<file path="config.mk">
export PLATFORM = sky130hd
export DESIGN_NAME = coef_mac_flat
export DESIGN_NICKNAME = d
export VERILOG_FILES = /design/src/rtl/coef_mac_if.sv /design/src/rtl/coef_mac.sv /design/src/flat_wrapper.sv
export SDC_FILE = /design/constraint.sdc
export NUM_CORES = 1
export LEC_CHECK = 0
export ABC_AREA = 1
export BUFFER_PORTS_ARGS = -buffer_cell sky130_fd_sc_hd__buf_2
export CAP_MARGIN = 30
export CORE_ASPECT_RATIO = 0.8
export CORE_MARGIN = 2
export CORE_UTILIZATION = 55
export DETAILED_ROUTE_END_ITERATION = 8
export GPL_ROUTABILITY_DRIVEN = 0
export PLACE_DENSITY = 0.76
export SYNTH_ARGS = -nofsm -noshare
export SYNTH_HDL_FRONTEND = slang
export SYNTH_SLANG_ARGS = --single-unit
</file>
<file path="constraint.sdc">
create_clock -name clk -period 3.6 [get_ports clk]
set_input_delay 1.08 -clock clk [delete_from_list [all_inputs] [get_ports clk]]
set_output_delay 1.08 -clock clk [all_outputs]
set_load 0.02 [all_outputs]
</file>
<file path="src/rtl/coef_mac_if.sv">
// Term/result bundle between the mult pipeline, coef_mac and the downstream consumer.
// The master drives terms and prod; coef_mac is the slave and returns sums and status.
interface coef_mac_if;
    logic        clear;
    logic        op_valid;
    logic        op_last;
    logic [11:0] prod;
    logic        out_valid;
    logic [11:0] out_sum;
    logic        err_range;
    logic        err_len;
    logic        busy;

    modport master (
        output clear, op_valid, op_last, prod,
        input  out_valid, out_sum, err_range, err_len, busy
    );

    modport slave (
        input  clear, op_valid, op_last, prod,
        output out_valid, out_sum, err_range, err_len, busy
    );
endinterface

</file>
<file path="src/rtl/coef_mac.sv">
// Modular multiply-accumulate behind the mult pipeline: aligns {valid, last} tags with
// the multiplier latency and emits one sum mod Q per tagged group.
module coef_mac #(
    parameter int Q         = 3329,
    parameter int MULT_LAT  = 4,
    parameter int MAX_TERMS = 4
) (
    input  logic         clk,
    input  logic         rst,
    coef_mac_if.slave    bus
);
    localparam int              CW       = $clog2(MAX_TERMS + 1);
    localparam logic [12:0]     Q_W      = 13'(Q);
    localparam logic [CW-1:0]   CNT_SAT  = CW'(MAX_TERMS);
    localparam logic [CW-1:0]   CNT_WARN = CW'(MAX_TERMS - 1);
    localparam logic [CW-1:0]   CNT_ONE  = CW'(1);

    logic [MULT_LAT-1:0] r_dly_valid;
    logic [MULT_LAT-1:0] r_dly_last;
    logic [11:0]         r_acc;
    logic [CW-1:0]       r_cnt;
    logic                r_out_valid;
    logic [11:0]         r_out_sum;
    logic                r_err_range;
    logic                r_err_len;

    logic                w_tail_valid;
    logic                w_tail_last;
    logic [11:0]         w_base;
    logic [12:0]         w_sum_raw;
    logic [11:0]         w_sum;
    logic                w_prod_oor;

    // The tail of the delay line lines up with the product now on prod.
    assign w_tail_valid = r_dly_valid[MULT_LAT-1];
    assign w_tail_last  = r_dly_last[MULT_LAT-1];
    assign w_base       = (r_cnt == '0) ? 12'd0 : r_acc;
    assign w_sum_raw    = {1'b0, w_base} + {1'b0, bus.prod};
    assign w_sum        = (w_sum_raw >= Q_W) ? 12'(w_sum_raw - Q_W) : w_sum_raw[11:0];
    assign w_prod_oor   = ({1'b0, bus.prod} >= Q_W);

    always_ff @(posedge clk or posedge rst) begin
        if (rst) begin
            r_dly_valid <= '0;
            r_dly_last  <= '0;
            r_acc       <= '0;
            r_cnt       <= '0;
            r_out_valid <= 1'b0;
            r_out_sum   <= '0;
            r_err_range <= 1'b0;
            r_err_len   <= 1'b0;
        end else if (bus.clear) begin
            // Flush everything in flight, including a term offered this cycle.
            r_dly_valid <= '0;
            r_dly_last  <= '0;
            r_acc       <= '0;
            r_cnt       <= '0;
            r_out_valid <= 1'b0;
        end else begin
            r_dly_valid <= {r_dly_valid[MULT_LAT-2:0], bus.op_valid};
            r_dly_last  <= {r_dly_last[MULT_LAT-2:0], bus.op_valid & bus.op_last};
            r_out_valid <= 1'b0;
            if (w_tail_valid) begin
                if (w_prod_oor) begin
                    r_err_range <= 1'b1;
                end
                if (w_tail_last) begin
                    r_out_sum   <= w_sum;
                    r_out_valid <= 1'b1;
                    r_acc       <= '0;
                    r_cnt       <= '0;
                end else begin
                    if (r_cnt == CNT_WARN) begin
                        r_err_len <= 1'b1;
                    end
                    r_acc <= w_sum;
                    if (r_cnt != CNT_SAT) begin
                        r_cnt <= r_cnt + CNT_ONE;
                    end
                end
            end
        end
    end

    assign bus.out_valid = r_out_valid;
    assign bus.out_sum   = r_out_sum;
    assign bus.err_range = r_err_range;
    assign bus.err_len   = r_err_len;
    assign bus.busy      = (|r_dly_valid) | (r_cnt != '0);
endmodule

</file>
<file path="src/flat_wrapper.sv">
// flat-port wrapper written by rule: the top's interface ports become plain ports
module coef_mac_flat 
#(
    parameter int Q         = 3329,
    parameter int MULT_LAT  = 4,
    parameter int MAX_TERMS = 4
)
  (clk, rst, bus_clear, bus_op_valid, bus_op_last, bus_prod, bus_out_valid, bus_out_sum, bus_err_range, bus_err_len, bus_busy);
  coef_mac_if bus_i ();
  input  logic clk;
  input  logic rst;
  input wire logic [$bits(bus_i.clear)-1:0] bus_clear;
  input wire logic [$bits(bus_i.op_valid)-1:0] bus_op_valid;
  input wire logic [$bits(bus_i.op_last)-1:0] bus_op_last;
  input wire logic [$bits(bus_i.prod)-1:0] bus_prod;
  output wire logic [$bits(bus_i.out_valid)-1:0] bus_out_valid;
  output wire logic [$bits(bus_i.out_sum)-1:0] bus_out_sum;
  output wire logic [$bits(bus_i.err_range)-1:0] bus_err_range;
  output wire logic [$bits(bus_i.err_len)-1:0] bus_err_len;
  output wire logic [$bits(bus_i.busy)-1:0] bus_busy;
  assign bus_i.clear = bus_clear;
  assign bus_i.op_valid = bus_op_valid;
  assign bus_i.op_last = bus_op_last;
  assign bus_i.prod = bus_prod;
  assign bus_out_valid = bus_i.out_valid;
  assign bus_out_sum = bus_i.out_sum;
  assign bus_err_range = bus_i.err_range;
  assign bus_err_len = bus_i.err_len;
  assign bus_busy = bus_i.busy;
  coef_mac #(.Q(Q), .MULT_LAT(MULT_LAT), .MAX_TERMS(MAX_TERMS)) u_core (.clk(clk), .rst(rst), .bus(bus_i));
endmodule
</file>
==> results of run 1 <==
## routing by layer
metal / global-route usage [%] / wire, um
met5: 0 / 0
met4: 4.56 / 44
met3: 5.95 / 439
met2: 38.4 / 2970
met1: 34.4 / 3280
## final timing paths
path	slack [ps]	to	startpoint
hold reg to reg	460	u_core.bus.err_range	u_core.bus.err_range
hold / removal	460	u_core.bus.err_range	u_core.bus.err_range
min in group asynchronous	880	u_core.bus.out_sum[4]	rst
max in group asynchronous	2380	u_core.r_acc[11]	rst
setup reg to reg	320	u_core.bus.out_sum[4]	u_core.r_cnt[0]
setup / recovery	320	u_core.bus.out_sum[4]	u_core.r_cnt[0]
## flip-flops by register name, summed over array words and instances (netlist names)
register and count:
u_core.bus.out_sum 12, u_core.bus.err_len 1, u_core.bus.err_range 1, u_core.r_dly_valid 4, u_core.bus.out_valid 1, u_core.r_acc 12, u_core.r_dly_last 4, u_core.r_cnt 3
## timing repair
item | CTS | global route
resized for setup | 0 | 5
hold endpoints to repair | 0 | 0
setup endpoints to repair | 0 | 13
## logic make-up (layout without fill, tap and decap cells)
| family | after synthesis | after routing | share of synthesized area [%] |
|---|---|---|---|
| buf+inv | 77 | 115 | 10.7 |
| fa+ha+maj | 18 | 18 | 8.06 |
| simple gates | 271 | 271 | 39.9 |
| xor+xnor | 6 | 6 | 1.82 |
| flops | 38 | 38 | 32.9 |
| compound gates | 27 | 27 | 6.67 |
## area by class of cell
class | count | area [um^2] | area share, %
sequential | 38 | 951 | 29.0
clock inverter | 2 | 60.1 | 1.83
timing repair buffer | 37 | 198 | 6.02
inverter | 70 | 263 | 8.00
multi-input combinational | 322 | 1650 | 50.3
clock buffer | 6 | 82.6 | 2.51
tap | 62 | 77.6 | 2.36
## synthesized netlist by cell type
cell,count,area share (%)
a21oi_1,6,1.0
a21oi_2,1,0.30
a31o_2,1,0.30
a31oi_1,1,0.22
a41o_1,1,0.35
buf_12,1,0.69
buf_2,2,0.35
clkbuf_1,4,0.52
dfrtp_1,38,33
fa_1,1,0.69
ha_1,17,7.4
inv_1,70,9.1
nand2_1,173,22
nand2_2,8,1.7
nand2_4,1,0.39
nand3_1,26,4.5
nand3_2,3,1.0
nand3_4,1,0.61
nand4_1,10,2.2
nor2_1,42,5.5
nor2_2,1,0.22
nor2_4,1,0.39
nor3_1,4,0.69
nor4_1,1,0.22
o21ai_0,2,0.35
o21ai_1,4,0.69
o21ai_2,7,2.1
o21ai_4,1,0.56
o21bai_1,1,0.26
o22ai_1,1,0.22
o31ai_1,1,0.26
xnor2_1,2,0.61
xor2_1,4,1.2
## worst max-delay path: cells and delay by family (launching register included)
family | cells | cell delay [ps]
AND/OR/NAND/NOR | 15 | 1660
adder cells (fa/ha/maj) | 2 | 660
flip-flops | 1 | 400
buffers and inverters | 3 | 370
AO/OA/AOI/OAI | 1 | 70
## stage by stage
step / setup TNS, ps / hold WS [ps] / worst slack [ps] / cell area [um^2]
after floorplan: 0 / 434 / 356 / 2890
after global placement: 0 / 440 / 195 / 3120
after detailed placement: 0 / 449 / 139 / 3120
after CTS: 0 / 467 / 339 / 3260
after global routing: -3.02 / 487 / -3.02 / 3280
final: 0 / 464 / 318 / 3280
## power groups by stage
stage          combinational [mW]  clock (mW)  sequential (mW)
2_1_floorplan               0.116           0            0.474
3_3_place_gp                0.180           0            0.460
3_5_place_dp                0.182           0            0.460
4_1_cts                     0.183       0.455            0.452
5_1_grt                     0.210       0.469            0.453
6_report                    0.186       0.448            0.451
==> impl_metrics.csv, run 1 <==
group,metric,value,unit
outcome,outcome,"completed",
power_and_ir_drop,p_int,0.800,mW
cells_and_area,synthToLayoutAreaGrowth,13.7,%
cells_and_area,layoutNonFillerInstCount,537,
yosys,yosysUniqueCellTypes,33,
cts,post-cts-setup-buffers,0,
cts,cts_root_buffer,"clkbuf_8",
power_and_ir_drop,comb_power_share,17.1,%
power_and_ir_drop,finalPower,1.09,mW
global_routing,grt_pass1_wl,11200,um
setup_path,rr_worst_depth,21,
floorplanning,design.core.area,5040,um^2
drt,viasPerCell,5.20,
timing,final_hold_viol_count,0,
setup_path,cpMaxStageDelayCell,"fa_1",
cells_and_area,post-route-util,65.2,%
setup_path,critical_path_class,"reg2reg",
cells_and_area,mostFrequentLayoutCells,"nand2_1 (172), inv_1 (70), nor2_1 (42)",
cells_and_area,final_common_cell,"nand2_1",
cells_and_area,nets,509,
timing,clock_skew,8.69,ps
placed_design,hpwl,5280,um
cts,cts_made_buffers,5,
floorplanning,die_h,68.8,um
global_routing,grt_max_degree,39,
placed_design,placed_cells,529,
cts,h-tree-depth,2,
global_routing,grt_use_total,24.3,%
setup_path,start_kind,"flop",
cts,cts_hold_buffers,0,
setup_path,arrival,3470,ps
yosys,yosysWarnings,0,
cells_and_area,diodes,0,
floorplanning,dieArea,5850,um^2
hold_path,min_path_type,"reg2reg",
yosys,syn_inst,437,
setup_path,crit_path_max_incr_delay,460,ps
cts,path_clk_slew,80,ps
cts,cts_buffer_depth,2,
timing,slew_headroom,68.6,%
global_routing,first_global_vias,2435,
setup_path,cp_max_fo,17,
drt,drt_wl_total,6740,um
setup_path,cpMostUsedCell,"nand2_1",
drt,drt_first_pass_iters,5,
timing,fmax,305,MHz
timing,max_slew.worst_pin.slew,472,ps
power_and_ir_drop,seq_power_share,41.6,%
floorplanning,die_w,85.0,um
power_and_ir_drop,p_leak,1.91,nW
setup_path,crit_chain,"inv_1, ha_1, inv_1, nor2_1, buf_4, nor2_1, fa_1, nand2_2, nand2_2, nand3_1, nand2_1, nand2_1, nand2_1, nor2_2, nand4_1, nand3_2, nand2_8, nand2_1, o21ai_2, nand2_1, nand2_1",
power_and_ir_drop,swShare,26.3,%
drt,ant_nets,0,
flow_run,drv_cap,0,
drt,drtIter0Drc,253,
floorplanning,ios,33,
timing,final-max-slew-violation-count,0,
cells_and_area,fillCellCount,476,
power_and_ir_drop,power_density,330,nW/um^2
hold_path,hold_path_depth,1,
cts,clk-insertion-delay-late,300,ps
cts,cts_tree,"done",
power_and_ir_drop,peakVddDrop,0.000298,V
yosys,syn_nets,472,
cells_and_area,drive_above_1_share,15.6,%
yosys,synth.avg_cell_area,6.61,um^2
setup_path,crit_required,3790,ps
global_routing,antenna_found_initial,0,
timing,timing.final.crit_period,3280,ps
power_and_ir_drop,p_sw,0.286,mW
floorplanning,fp-row-count,23,
global_routing,grt_overflow,0,
timing,setup_violations,0,
floorplanning,start_util,57.4,%
cts,cts.sinks,38,
power_and_ir_drop,pwr-share-clk,41.3,%
setup_path,end_kind,"flop",
drt,routedWlPerCell,12.6,um
placed_design,portBuffers,32,
drt,vias,2790,
timing,finalCritPeriodShare,91.2,%
yosys,synth_seq_cells,38,
drt,drc,0,
yosys,seq_area_frac_synth,32.9,%
yosys,syn_area,2890,um^2
Note: power is estimated with default switching activity, not from simulation.
==> run 2, diff against run 1 <==
==> constraint.sdc (replaced) <==
create_clock -name clk -period 4.1 [get_ports clk]
set_input_delay 1.23 -clock clk [delete_from_list [all_inputs] [get_ports clk]]
set_output_delay 1.23 -clock clk [all_outputs]
set_load 0.02 [all_outputs]
==> run 2 against run 1 <==
Clock skew fell by 3.8 ps. Core utilization fell by 1.9 points. Critical endpoint is now u_core.r_acc[1]. Via count fell by 0.43%. Clock power fell by 44%. Highest routed layer unchanged. First-iteration DRC count fell by 31%.
==> impl_metrics.csv, run 2 (synthesized netlist as in run 1, its figures left out) <==
group,metric,value,unit
placed_design,placed_cells,527,
timing,max_slew.worst_pin.slew,860,ps
cts,cts.sinks,38,
timing,timing.final.crit_period,3400,ps
cts,post-cts-setup-buffers,0,
setup_path,start_kind,"flop",
timing,worst_slack,704,ps
drt,viasPerCell,5.21,
hold_path,min_path_type,"reg2reg",
timing,finalCritPeriodShare,82.8,%
drt,vias,2778,
placed_design,portBuffers,32,
setup_path,end_kind,"flop",
power_and_ir_drop,power_density,254,nW/um^2
drt,ant_nets,0,
floorplanning,fp-row-count,23,
cts,cts-resized-gates,0,
timing,final_hold_viol_count,0,
drt,drc,0,
timing,clock_skew,4.86,ps
power_and_ir_drop,p_leak,1.87,nW
setup_path,startpoint,"u_core.r_cnt[0]",
cts,cts_tree,"done",
power_and_ir_drop,peakVddDrop,0.000215,V
cells_and_area,final_common_cell,"nand2_1",
cells_and_area,post-route-util,63.3,%
setup_path,critPathTopFamily,"simple AND/OR/NAND/NOR gates",
placed_design,place_ws,453,ps
cells_and_area,diodes,0,
global_routing,first_global_vias,2555,
setup_path,crit_required,4270,ps
timing,slew_headroom,42.4,%
cts,cts_made_buffers,5,
setup_path,crit_chain,"inv_1, ha_1, inv_1, nor2_1, buf_4, nor2_1, ha_1, fa_1, inv_1, nand2_1, a21oi_2, nand3_2, nor2_4, nand3_4, o21ai_4, nand3_2, nand2_4, nand2_1, nand3_1, o21ai_1",
drt,drtIter0Drc,175,
floorplanning,die_w,85.0,um
flow_run,drv_cap,0,
floorplanning,design.core.area,5040,um^2
drt,routedWlPerCell,12.7,um
timing,final-max-slew-violation-count,0,
cts,path_clk_slew,70,ps
placed_design,hpwl,5440,um
setup_path,arrival,3570,ps
cells_and_area,ff_latch_area,951,um^2
global_routing,grt_pass1_wl,11400,um
setup_path,cpMostUsedCell,"inv_1",
timing,finalSetupTns,0,ps
cts,cts_buffer_depth,2,
global_routing,grt_max_degree,39,
floorplanning,die_h,68.8,um
cts,clk-insertion-delay-late,290,ps
setup_path,crit_buf_inv,4,
timing,whs,463,ps
floorplanning,start_util,57.4,%
global_routing,antenna_found_initial,0,
timing,fmax,294,MHz
cells_and_area,synthToLayoutAreaGrowth,10.3,%
setup_path,cpMaxStageDelayCell,"fa_1",
cells_and_area,nets,507,
setup_path,cp_max_fo,17,
hold_path,hold_start,"u_core.bus.err_range",
global_routing,grt_overflow,0,
timing,setup_violations,0,
setup_path,crit_path_max_incr_delay,430,ps
global_routing,grt_use_total,24.9,%
setup_path,critical_path_class,"reg2reg",
drt,drt_wl_total,6760,um
cells_and_area,fillCellCount,473,
drt,drt_first_pass_iters,4,
cells_and_area,multi_input_area,1630,um^2
cts,cts_root_buffer,"clkbuf_8",
timing,rsz0062_at_grt,"false",
floorplanning,dieArea,5850,um^2
outcome,outcome,"completed",
cts,cts_hold_buffers,0,
cells_and_area,layoutNonFillerInstCount,533,
setup_path,worstReg2RegStart,"u_core.r_cnt[0]",
cts,h-tree-depth,2,
cells_and_area,drive_above_1_share,14.0,%
cells_and_area,mostFrequentLayoutCells,"nand2_1 (173), inv_1 (70), nor2_1 (42)",
floorplanning,ios,33,
-- run 2: final cells by class --
cell class / count / share of cell area, %
tap: 62 / 2.43
timing repair buffer: 35 / 5.73
sequential: 38 / 29.8
inverter: 70 / 8.24
multi-input combinational: 322 / 51.2
clock buffer: 6 / 2.59
-- run 2: layer usage --
layer  part of all wire (%)  GRT usage (%)  up-vias  wire [um]
met3                    6.3           6.79        8        425
met2                     46           41.2       72       3080
li1                       -              -     1416          -
met4                    1.3           7.34        0         87
met5                      0              0        -          0
met1                     47           32.4     1282       3160
-- run 2: power by group --
| group | total, mW | internal (mW) | switching (mW) |
|---|---|---|---|
| logic | 0.160 | 0.0518 | 0.109 |
| clock network | 0.252 | 0.130 | 0.122 |
| registers | 0.397 | 0.389 | 0.00707 |
-- run 2: through the flow --
stage / instance area [um^2] / power [mW]
2_1_floorplan: 2890 / 0.518
3_3_place_gp: 3100 / 0.560
3_5_place_dp: 3100 / 0.563
4_1_cts: 3190 / 0.813
5_1_grt: 3190 / 0.851
6_report: 3190 / 0.809
-- run 2: worst paths after layout --
| check | end | slack [ps] | depth (start not counted) |
|---|---|---|---|
| max | u_core.r_acc[1] | 700 | 20 |
| max in group asynchronous | u_core.r_cnt[1] | 2740 | 3 |
| min in group asynchronous | u_core.bus.out_sum[2] | 1040 | 3 |
| max reg2reg | u_core.r_acc[1] | 700 | 20 |
| min | u_core.bus.err_range | 460 | 1 |
| min reg2reg | u_core.bus.err_range | 460 | 1 |
-- run 2: worst reg2reg max path: cells and delay by family (launching register included) --
family,cells,cell delay [ps]
buffers and inverters,4,470
adder cells (fa/ha/maj),3,860
AND/OR/NAND/NOR,10,1180
AO/OA/AOI/OAI,3,390
flip-flops,1,390
